## config.mk

```make
export PLATFORM = sky130hd
export DESIGN_NAME = fetch_ctrl
export DESIGN_NICKNAME = d
export VERILOG_FILES = /design/src/rtl/fetch_ctrl_pkg.sv /design/src/rtl/fetch_perf_cnt.sv /design/src/rtl/fetch_ctrl.sv
export SDC_FILE = /design/constraint.sdc
export NUM_CORES = 1
export LEC_CHECK = 0
export ABC_CLOCK_PERIOD_IN_PS = 4250
export BUFFER_PORTS_ARGS = -buffer_cell sky130_fd_sc_hd__buf_2
export CAP_MARGIN = 20
export CORE_ASPECT_RATIO = 1.5
export CORE_MARGIN = 10
export CORE_UTILIZATION = 52
export DETAILED_ROUTE_END_ITERATION = 16
export PLACE_DENSITY = 0.84
export RECOVER_POWER = 50
export REMOVE_ABC_BUFFERS = 1
export SYNTH_ARGS = -nofsm -noshare
export SYNTH_HDL_FRONTEND = slang
export SYNTH_SLANG_ARGS = --single-unit
```

## constraint.sdc

```tcl
create_clock -name clock -period 4.25 [get_ports clock]
set_clock_uncertainty 0.1 [all_clocks]
set_input_delay 0.85 -clock clock [delete_from_list [all_inputs] [get_ports clock]]
set_output_delay 0.85 -clock clock [all_outputs]
set_load 0.005 [all_outputs]
```

## src/rtl/fetch_ctrl_pkg.sv

```systemverilog
// Shared types and constants for the fetch-stage sequencer.
// State encoding is visible on the debug port, so its values are fixed.
package fetch_ctrl_pkg;

  localparam int unsigned DEF_PC_W = 12;
  localparam logic [DEF_PC_W-1:0] DEF_RESET_VEC = 12'd0;
  localparam int unsigned PERF_W = 16;
  localparam int unsigned HOLD_W = 4;

  typedef enum logic [1:0] {
    BOOT  = 2'd0,
    RUN   = 2'd1,
    REDIR = 2'd2,
    HALT  = 2'd3
  } fetch_state_e;

endpackage

```

## src/rtl/fetch_perf_cnt.sv

```systemverilog
// Saturating event counter with enable; sticks at all-ones.
module fetch_perf_cnt
  import fetch_ctrl_pkg::*;
(
  input  logic              clock,
  input  logic              reset,
  input  logic              en,
  output logic [PERF_W-1:0] count
);

  always_ff @(posedge clock) begin
    if (!reset) begin
      count <= '0;
    end else if (en && (count != '1)) begin
      count <= count + PERF_W'(1);
    end
  end

endmodule

```

## src/rtl/fetch_ctrl.sv

```systemverilog
// Fetch-stage sequencer: owns the PC, boot hold-off, redirects, halt/resume.
// Defining FETCH_CTRL_PERF_EN adds fetched/stalled-cycle counters.
module fetch_ctrl
  import fetch_ctrl_pkg::*;
#(
  parameter int unsigned     PC_W      = DEF_PC_W,
  parameter logic [PC_W-1:0] RESET_VEC = PC_W'(DEF_RESET_VEC),
  parameter int unsigned     BOOT_HOLD = 2
) (
  input  logic              clock,
  input  logic              reset,
  input  logic              stall,
  input  logic              branch_taken,
  input  logic [PC_W-1:0]   branch_target,
  input  logic              jump,
  input  logic [PC_W-1:0]   jump_target,
  input  logic              halt_req,
  input  logic              resume,
  output logic [PC_W-1:0]   iaddr_PC,
  output logic              valid_f,
  output logic              flush_fd,
`ifdef FETCH_CTRL_PERF_EN
  output logic [PERF_W-1:0] perf_fetched,
  output logic [PERF_W-1:0] perf_stalls,
`endif
  output logic [1:0]        state
);

  fetch_state_e      state_q, state_d;
  logic [PC_W-1:0]   pc_q, pc_d;
  logic [HOLD_W-1:0] hold_q, hold_d;
  logic              valid_q, valid_d;
  logic              flush_q, flush_d;

  // State and registered outputs; reset wins over any pending redirect.
  always_ff @(posedge clock) begin
    if (!reset) begin
      state_q <= BOOT;
      pc_q    <= RESET_VEC;
      hold_q  <= HOLD_W'(BOOT_HOLD);
      valid_q <= 1'b0;
      flush_q <= 1'b0;
    end else begin
      state_q <= state_d;
      pc_q    <= pc_d;
      hold_q  <= hold_d;
      valid_q <= valid_d;
      flush_q <= flush_d;
    end
  end

  // Next state, next PC and next output values.
  always_comb begin
    state_d = state_q;
    pc_d    = pc_q;
    hold_d  = hold_q;
    valid_d = 1'b0;
    flush_d = 1'b0;
    case (state_q)
      BOOT: begin
        if (hold_q != '0) hold_d = hold_q - HOLD_W'(1);
        if (hold_q <= HOLD_W'(1)) begin
          state_d = RUN;
          valid_d = 1'b1;
        end
      end
      RUN: begin
        valid_d = 1'b1;
        if (branch_taken) begin
          pc_d    = branch_target;
          state_d = REDIR;
          valid_d = 1'b0;
          flush_d = 1'b1;
        end else if (jump) begin
          pc_d    = jump_target;
          state_d = REDIR;
          valid_d = 1'b0;
          flush_d = 1'b1;
        end else if (halt_req) begin
          state_d = HALT;
          valid_d = 1'b0;
        end else if (!stall) begin
          pc_d = pc_q + PC_W'(1);
        end
      end
      REDIR: begin
        state_d = RUN;
        valid_d = 1'b1;
      end
      HALT: begin
        if (resume) begin
          state_d = RUN;
          valid_d = 1'b1;
        end
      end
      default: begin
        state_d = BOOT;
      end
    endcase
  end

  assign iaddr_PC = pc_q;
  assign valid_f  = valid_q;
  assign flush_fd = flush_q;
  assign state    = state_q;

`ifdef FETCH_CTRL_PERF_EN
  logic run_seq_c;
  logic adv_c;
  logic stalled_c;

  // Only the lowest-priority RUN outcomes count as fetch advance or stall.
  assign run_seq_c = (state_q == RUN) && !branch_taken && !jump && !halt_req;
  assign adv_c     = run_seq_c && !stall;
  assign stalled_c = run_seq_c && stall;

  fetch_perf_cnt u_perf_fetched (
    .clock (clock),
    .reset (reset),
    .en    (adv_c),
    .count (perf_fetched)
  );

  fetch_perf_cnt u_perf_stalls (
    .clock (clock),
    .reset (reset),
    .en    (stalled_c),
    .count (perf_stalls)
  );
`endif

endmodule
```

==> summary.md, run 1 <==
| Metric | Value |
|---|---|
| Setup crit start kind | primary input |
| I/O pin total | 47 |
| Final Cell Area | 1471 um2 |
| Via density | 6.181 |
| CP top delay family | compound AO/OA/AOI/OAI gates |
| Cells after Synth | 156 |
| Slew margin rel. | 40.54% |
| Logic gate share of total power | between 30% and 40% |
| Die Y | 80.38 um |
| Pwr per Cell Area | 452.8 nW/um2 |
| Core footprint | 2286 um2 |
| Maximum fanout along the worst path | 22 |
| GR Util All Layers | 14.09% |
| CP max stage delay | 0.65 ns |
| Root buffer cell | clkbuf_4 |
| CTS tree | built |
| Site Rows | 21 |
| Clock-pin slew on the worst setup and hold paths | between 0.1 and 0.15 ns |
| Top_reg_cell synth | dfxtp_1 |
| Post-synth EDFFs | 0 |
| Die Span X | 60.25 um |
| Post-synth top area cell | dfxtp_1 |
| Library cells used by synthesis | 49 |
| Fin nets | 235 |
| Initial Utilization | a little under three fifths |
| Initial antenna violation count | 0 |
| Placed cell area | 1470 um2 |
| Maxcap violations | 0 |
| Final setup fails | 0 |
| Pint | 0.3991 mW |
| Max IR drop VDD | 0.0003438 V |
| PostCTS Resize Cnt | 0 |
| Avg Inst Size Synth | just over 8 um2 |
| Ant. Diodes | 0 |
| Layout fillers | 237 |
| Status | completed |
| Num CTS Buffers | 3 |
| GPL Wtd Cong | 0.8618 |
| Worst path bufs/invs | 1 |
| First-pass GRT wire length | 5.706 mm |
| Sequential share of power | approximately 47% |
| Kind of critical path | in -> reg |
| Worst Hold Class | reg -> reg |
| Area Growth Syn to Fin | 16.44% |
| Final Hold Fails | 0 |
| Post-CTS Hold Buffers | 0 |
| Netlist Area Pre-Place | 1264 um2 |
| Critical Path AT | 2.75 ns |
| Register area share after synthesis | 31.68% |
| WL per Instance | 16.05 um |
| CTS max path bufs | 2 |
| Synth top area cells | dfxtp_1 (32%), a21oi_1 (6.3%), o21ai_0 (4.8%), ha_1 (4.0%), nand2_1 (3.9%) |
| Async S/R FF share, synth | 0% |
| Die area | 4843 um2 |
| Req. time, crit path | 4.35 ns |
| Drt drc | 0 |
| Share of cells above drive strength 1 | 22.73% |
| H-tree depth reported by CTS | 1 |
| Sw power | 0.2671 mW |
| Share of the synthesized area in the top cell type | 31.68% |
| DR vias | 1366 |
| Sw frac | 40.09% |
| Initial detailed-routing violation count | 52 |
| Final TNS setup | 0 ns |
| CP cell instances | clkbuf_1 > nor2_1 > a21oi_2 > a221oi_1 > a21boi_1 |
| Slew of the pin with the lowest slew margin | 0.8920 ns |
| Clk Latency, worst-skew pair | 0.30 ns |
| Postcts setup bufs | 0 |
| Post-route ant nets | 0 |
| Clock Power Share | 13.6% |
| Peak Freq | 378.1 MHz |
| Fin crit share | 62.23% |
| Unrepaired setup endpoints after global routing | false |
| Vias in the first global route | about 1400 |
| FF+latch count, synth | 20 |
| Commonest non-fill, non-tap cell in the layout | buf_2 |
| Max Slew Vio Count | 0 |
| Synth warn | 0 |
| CTS Sinks | 20 |
| Largest net degree at the start of global routing | 23 |
| Min Tclk post-route | approximately 2.6 ns |
| Fin cells | 221 |
| Pre-antenna DRT Iters | 4 |
| CP max stage cell | clkbuf_1 |
| Static Leak | 0.6159 nW |
| Drt total wl | between 3 and 4 mm |
| HPWL after DPL | 2.805 mm |
| Placed cells | 218 |
| Commonest cells after routing, fill and taps aside | buf_2 (37), dfxtp_1 (20), a21oi_1 (16) |
| GRT Residual Overflow | 0 |
| Crit end category | flip-flop |
| # port buffers | 46 |
[cell type report]
class,instances,area (um2),share of cell area [%]
multi-input cells,121,770.7,52.38
repair buffers,46,219.0,14.88
inverters,8,30.03,2.041
well taps,23,28.78,1.956
clock buffers,3,22.52,1.531
flip-flops and latches,20,400.4,27.21
[sequential cells by signal (all words and copies together) (netlist names)]
register,flops
iaddr_PC,12
hold_q,4
state,2
flush_fd,1
valid_f,1
[worst reg2reg max path, cell delays in order, from the launching register on]
cell and delay, ns:
dfxtp_1 0.43, ha_1 0.27, and4_1 0.27, nand4_1 0.15, o31a_1 0.29, o32ai_2 0.21
[cells by family (layout without fill, tap and decap cells)]
group / after synthesis / count (layout) / synth area share [%]
AOI/OAI and AO/OA: 58 / 58 / 30.60
xor gates and xnor gates: 6 / 6 / 4.158
DFF: 20 / 20 / 31.68
buffers and inverters: 15 / 57 / 6.534
muxes: 2 / 2 / 1.584
and+or+nand+nor: 51 / 51 / 21.49
adders and majority gates: 4 / 4 / 3.961
[cell usage after synthesis, types with 2 or more instances]
cell,number
dfxtp_1,20
a21oi_1,16
nand2_1,13
o21ai_0,12
nor2_1,9
nand3_1,7
inv_1,6
ha_1,4
nand2b_1,4
nor4_1,4
o211ai_1,4
xnor2_1,4
a21o_1,3
buf_2,3
nand4_1,3
a211oi_1,2
a221oi_1,2
buf_4,2
buf_6,2
clkinv_1,2
mux2i_1,2
nor3_1,2
o22ai_1,2
o31a_1,2
xor2_1,2
[power groups by stage]
stage	clock [mW]	combinational, mW	sequential (mW)
2_1_floorplan	0	0.173	0.305
3_3_place_gp	0	0.263	0.310
3_5_place_dp	0	0.276	0.313
4_1_cts	0.0915	0.276	0.310
5_1_grt	0.0973	0.302	0.320
6_report	0.0906	0.265	0.311
[through the flow]
stage	hold slack [ns]	setup WS, ns	total power, mW	util (%)
CTS	0.3844	2.168	0.6777	65.30
global route	0.4119	1.409	0.7194	64.37
global placement	0.3591	1.948	0.5737	64.31
finish	0.3936	1.605	0.6662	64.37
detailed placement	0.3703	1.854	0.5889	64.31
floorplan	0.3570	2.292	0.4784	-
[metal layers]
| layer | track usage, % | wire length (um) | vias up |
|---|---|---|---|
| met2 | 25.52 | 1775 | 54 |
| met4 | 4.505 | 42 | 0 |
| met5 | 0 | 0 | - |
| met1 | 14.83 | 1358 | 636 |
| met3 | 3.937 | 371 | 6 |
| li1 | - | - | 670 |
[path summary, 6_finish.rpt]
path | startpoint | end | slack, ns | depth (start not counted)
max reg2reg | iaddr_PC[0] | iaddr_PC[8] | 2.45 | 5
max | jump | iaddr_PC[11] | 1.61 | 5
min reg2reg | iaddr_PC[11] | iaddr_PC[11] | 0.39 | 2
min | iaddr_PC[11] | iaddr_PC[11] | 0.39 | 2
(Power assumes the default switching activity.)
==> run 2: changes to the inputs <==
ABC_AREA = 1   (was default)
ABC_CLOCK_PERIOD_IN_PS = 2500   (was 4250)
CORE_UTILIZATION = 49   (was 52)
PLACE_DENSITY = 0.79   (was 0.84)
clock period = 2.5 ns   (was 4.25 ns; I/O delays follow)
==> summary.md, run 2 <==
| Metric | Value |
|---|---|
| Worst Hold Class | in -> reg |
| Initial Utilization | 52.10% |
| Pwr per Cell Area | 889.7 nW/um2 |
| Sw frac | 43.02% |
| Static Leak | 0.6975 nW |
| Critical Path AT | ~1.9 ns |
| Root buffer cell | clkbuf_4 |
| Clock-pin slew on the worst setup and hold paths | approximately 0.12 ns |
| Vias in the first global route | 1385 |
| Clock Power Share | 13.9% |
| Maximum fanout along the worst path | 14 |
| Maxcap violations | 0 |
| # port buffers | 46 |
| Core footprint | 2505 um2 |
| Synth top area cells | dfxtp_1 (31%), nand2_1 (12%), nor2_1 (9.5%), a21oi_1 (7.3%), o21ai_0 (6.5%) |
| Async S/R FF share, synth | 0% |
| Setup crit start kind | flip-flop |
| H-tree depth reported by CTS | 1 |
| Area Growth Syn to Fin | 18.22% |
| Commonest non-fill, non-tap cell in the layout | nand2_1 |
| Initial antenna violation count | 0 |
| Num CTS Buffers | 3 |
| DR vias | 1420 |
| Die area | 5170 um2 |
| Fin crit share | ~71% |
| Peak Freq | about 560 MHz |
| Commonest cells after routing, fill and taps aside | nand2_1 (44), buf_2 (37), nor2_1 (34) |
| Kind of critical path | reg -> reg |
| Post-route ant nets | 0 |
| Min Tclk post-route | 1.781 ns |
| Initial detailed-routing violation count | 18 |
| Slew of the pin with the lowest slew margin | 0.5968 ns |
| PostCTS Resize Cnt | 0 |
| Sequential share of power | 40.6% |
| Req. time, crit path | 2.60 ns |
| Library cells used by synthesis | 28 |
| Logic gate share of total power | between 40 and 50% |
| Final Hold Fails | 0 |
| Drt drc | 0 |
| Slew margin rel. | around three fifths |
| Post-synth top area cell | dfxtp_1 |
| Layout fillers | 280 |
| Die Span X | 62.14 um |
| Final setup fails | 0 |
| Post-synth EDFFs | 0 |
| Register area share after synthesis | a little under a third |
| Unrepaired setup endpoints after global routing | false |
| Cells after Synth | 202 |
| Pre-antenna DRT Iters | 4 |
| Status | completed |
| Die Y | ~83 um |
| Place WS | 0.7867 ns |
| Fin Hold WS | 0.3566 ns |
| Post-CTS Hold Buffers | 0 |
| FF+latch count, synth | 20 |
| Netlist Area Pre-Place | 1305 um2 |
| Drt total wl | 3.566 mm |
| Synth warn | 0 |
| First-pass GRT wire length | 5.989 mm |
| Sw power | 0.5905 mW |
| Most frequent cells after synthesis | nand2_1 (43), nor2_1 (33), dfxtp_1 (20) |
| GR Util All Layers | 13.42% |
| Largest net degree at the start of global routing | 22 |
| Final TNS setup | 0 ns |
| Crit end category | flip-flop |
| Fin nets | 282 |
| Share of the synthesized area in the top cell type | 30.68% |
| Avg Inst Size Synth | 6.460 um2 |
| Share of cells above drive strength 1 | about 20% |
| Site Rows | 22 |
| Max FFs per register | 12 |
| CTS tree | built |
| Max IR drop VDD | 0.0006513 V |
| Final core occ | 61.59% |
| HPWL after DPL | 2.787 mm |
| Postcts setup bufs | 0 |
| Top_reg_cell synth | dfxtp_1 |
| GRT Residual Overflow | 0 |
| Ant. Diodes | 0 |
| Via density | 5.035 |
| CTS max path bufs | 2 |
| Pint | 0.7821 mW |
| Max Slew Vio Count | 0 |
| I/O pin total | between 40 and 50 |
| CTS Sinks | 20 |
| Clk Latency, worst-skew pair | 0.30 ns |
| GPL Wtd Cong | roughly 0.81 |
| WL per Instance | 12.65 um |
| Count leader, synth | nand2_1 |
| Worst setup margin | between 0.7 and 0.8 ns |
run 2: changes by cell type after synthesis, sizes merged, moves of 6 or more:
cell	change
nand2	+31
inv	+15
nor2	+26
nand3	+6
run 2: cell families after synthesis:
| family | synth area share, % |
|---|---|
| AO/OA/AOI/OAI | 20.52 |
| XOR/XNOR | 0.6713 |
| adder cells (fa/ha/maj) | 3.835 |
| buffers and inverters | 10.64 |
| flip-flops | 30.68 |
| AND/OR/NAND/NOR | 33.65 |
run 2: power groups by stage:
stage | Clock, mW | Combinational, mW | Sequential, mW
6_report | 0.191 | 0.624 | 0.557
5_1_grt | 0.210 | 0.728 | 0.579
4_1_cts | 0.193 | 0.662 | 0.552
3_5_place_dp | 0 | 0.659 | 0.560
3_3_place_gp | 0 | 0.648 | 0.558
2_1_floorplan | 0 | 0.424 | 0.549
run 2: final cells by class:
| cell class | instances | area (um2) | share of cell area (%) |
|---|---|---|---|
| sequential | 20 | 400.4 | 25.95 |
| clock buffer | 4 | 36.28 | 2.352 |
| inverter | 21 | 78.83 | 5.109 |
| tap | 36 | 45.04 | 2.920 |
| timing repair buffer | 47 | 226.5 | 14.68 |
| multi-input combinational | 154 | 755.7 | 48.99 |
run 2: routing by layer:
metal / share of wire, % / GRT usage, %
met1: 43 / 13.97
met4: 1.1 / 3.950
met2: 52 / 25.47
met3: 4.3 / 2.957
met5: 0 / 0
run 2: through the flow:
step | std cells | power (mW) | area (um2)
6_report | 282 | 1.373 | 1543
5_1_grt | 282 | 1.517 | 1543
4_1_cts | 282 | 1.407 | 1564
3_5_place_dp | 278 | 1.219 | 1528
3_3_place_gp | 278 | 1.207 | 1528
2_1_floorplan | 195 | 0.9733 | 1245
run 2: final timing paths:
kind | slack (ns) | endpoint | start | cells past startpoint
min | 0.36 | iaddr_PC[0] | branch_target[0] | 3
max reg2reg | 0.72 | iaddr_PC[4] | state[1] | 8
max | 0.72 | iaddr_PC[4] | state[1] | 8
min reg2reg | 0.40 | hold_q[2] | hold_q[2] | 2
run 2: critical path, stage by stage (launching register included):
cell and delay [ns]:
dfxtp_1 0.33, inv_1 0.08, nand2_1 0.09, nor2_1 0.15, nand2_1 0.08, nand2_1 0.37, inv_2 0.23, a21oi_1 0.18
a21oi_1 0.08
==> run 3: changes to the inputs <==
ABC_CLOCK_PERIOD_IN_PS = 1600   (was 2500)
CORE_UTILIZATION = 44   (was 49)
PLACE_DENSITY = 0.75   (was 0.79)
clock period = 1.6 ns   (was 2.5 ns; I/O delays follow)
==> summary.md, run 3 (synthesis gave the netlist of run 2 again) <==
| Metric | Value |
|---|---|
| Status | completed |
| CP max stage delay | 0.40 ns |
| CTS Sinks | 20 |
| Maxcap violations | 0 |
| Peak Freq | 687.5 MHz |
| Ant. Diodes | 0 |
| Fin Hold WS | 0.2227 ns |
| Commonest non-fill, non-tap cell in the layout | nand2_1 |
| GRT Residual Overflow | 0 |
| Logic gate share of total power | a little under half |
| Post-route ant nets | 0 |
| Vias in the first global route | 1424 |
| CP cell instances | ha_1 > nand2_1 > nor2_4 > nand3b_1 > nand3_1 > nand2_1 > a21oi_1 |
| Share of cells above drive strength 1 | 21.20% |
| Critical Path AT | 1.54 ns |
| I/O pin total | 47 |
| Final TNS setup | 0 ns |
| Drt total wl | 3.722 mm |
| Initial detailed-routing violation count | 33 |
| Post-CTS Hold Buffers | 0 |
| Initial Utilization | 45.27% |
| M2 GR Usage | 24.64% |
| Num CTS Buffers | 3 |
| DR vias | between 1000 and 1500 |
| CP top delay family | simple AND/OR/NAND/NOR gates |
| Site Rows | 24 |
| Max Slew Vio Count | 0 |
| # port buffers | 46 |
| Drt drc | 0 |
| Commonest cells after routing, fill and taps aside | nand2_1 (43), buf_2 (35), nor2_1 (33) |
| Cell mode on critical path | nand2_1 |
| Worst Hold Class | in -> reg |
| Pint | 1.292 mW |
| Req. time, crit path | 1.68 ns |
| Multi-input gate area | 775.7 um2 |
| GRT met3 Usage | 3.747% |
| H-tree depth reported by CTS | 1 |
| Sequential share of power | 38.3% |
| Final core occ | roughly 56% |
| Layout fillers | about 340 |
| Total power draw | 2.236 mW |
| Static Leak | 0.7165 nW |
| Core footprint | 2883 um2 |
| First-pass GRT wire length | 6.141 mm |
| Die area | 5589 um2 |
| Clock-pin slew on the worst setup and hold paths | 0.07 ns |
| Slew of the pin with the lowest slew margin | approximately 0.34 ns |
| Final setup fails | 0 |
| Pwr per Cell Area | 1395 nW/um2 |
| GRT Max-Usage Layer | met2 |
| Maximum fanout along the worst path | 6 |
| Max FFs per register | 12 |
| Worst setup margin | 0.1454 ns |
| Area Growth Syn to Fin | 22.82% |
| Place WS | 0.09878 ns |
| Via density | 5.003 |
| Slew margin rel. | between 70% and 80% |
| Largest net degree at the start of global routing | 22 |
| Final Hold Fails | 0 |
| Die Span X | 64.47 um |
| WL per Instance | 12.88 um |
| Max IR drop VDD | 0.0008655 V |
| CTS tree | built |
| Worst path bufs/invs | 0 |
| Min Tclk post-route | 1.455 ns |
| Fin nets | 287 |
| Sw frac | 42.20% |
| HPWL after DPL | 2.965 mm |
| GPL Wtd Cong | around 0.78 |
| Reg area | 400.4 um2 |
| Clock Power Share | 14.6% |
| CTS max path bufs | 2 |
| Flop2flop setup slack | between 0.1 and 0.15 ns |
| Met1 usage | 13.21% |
| GR Util All Layers | 13.17% |
| Fin crit share | 90.91% |
| Clk Latency, worst-skew pair | 0.25 ns |
| Setup crit start kind | flip-flop |
| CP max stage cell | dfxtp_1 |
| Root buffer cell | clkbuf_8 |
| Pre-antenna DRT Iters | 4 |
| Unrepaired setup endpoints after global routing | false |
| Initial antenna violation count | 0 |
| Sw power | between 0.9 and 1 mW |
| Kind of critical path | reg -> reg |
| Crit end category | flip-flop |
| Die Y | ~87 um |
[run 3: path summary, 6_finish.rpt]
check / startpoint / endpoint / cells past startpoint
min: branch_target[1] / iaddr_PC[1] / 3
max reg2reg: iaddr_PC[1] / iaddr_PC[8] / 7
max: iaddr_PC[1] / iaddr_PC[8] / 7
min reg2reg: hold_q[2] / hold_q[2] / 2
[run 3: routing by layer]
layer,part of all wire (%),vias up
met2,54,35
met4,0.62,0
met3,5.2,2
li1,-,755
met5,0,-
met1,40,654
[run 3: power by group through the flow]
stage / Clock (mW) / Sequential, mW / Combinational (mW)
finish: 0.326 / 0.856 / 1.05
floorplan: 0 / 0.858 / 0.663
detailed placement: 0 / 0.861 / 1.08
global placement: 0 / 0.859 / 1.06
CTS: 0.342 / 0.852 / 1.09
global route: 0.353 / 0.878 / 1.22
[run 3: cell type report]
class / instances / area share, %
clock buffer: 3 / 2.576
tap: 39 / 3.044
multi-input combinational: 154 / 48.40
timing repair buffer: 52 / 16.08
sequential: 20 / 24.98
inverter: 21 / 4.918
[run 3: worst min-delay path, cell delays in order]
cell and delay, ns:
buf_2 0.09, a211oi_2 0.06, nor2_1 0.07
[run 3: what timing repair did]
action | CTS | global route
buffers inserted | 0 | 0
endpoints found under the setup margin | 0 | 6
gates resized for setup | 0 | 3
[run 3: through the flow]
step	cells	area (um2)
floorplan	195	1245
global placement	286	1569
detailed placement	286	1569
CTS	289	1610
global route	289	1603
finish	289	1603
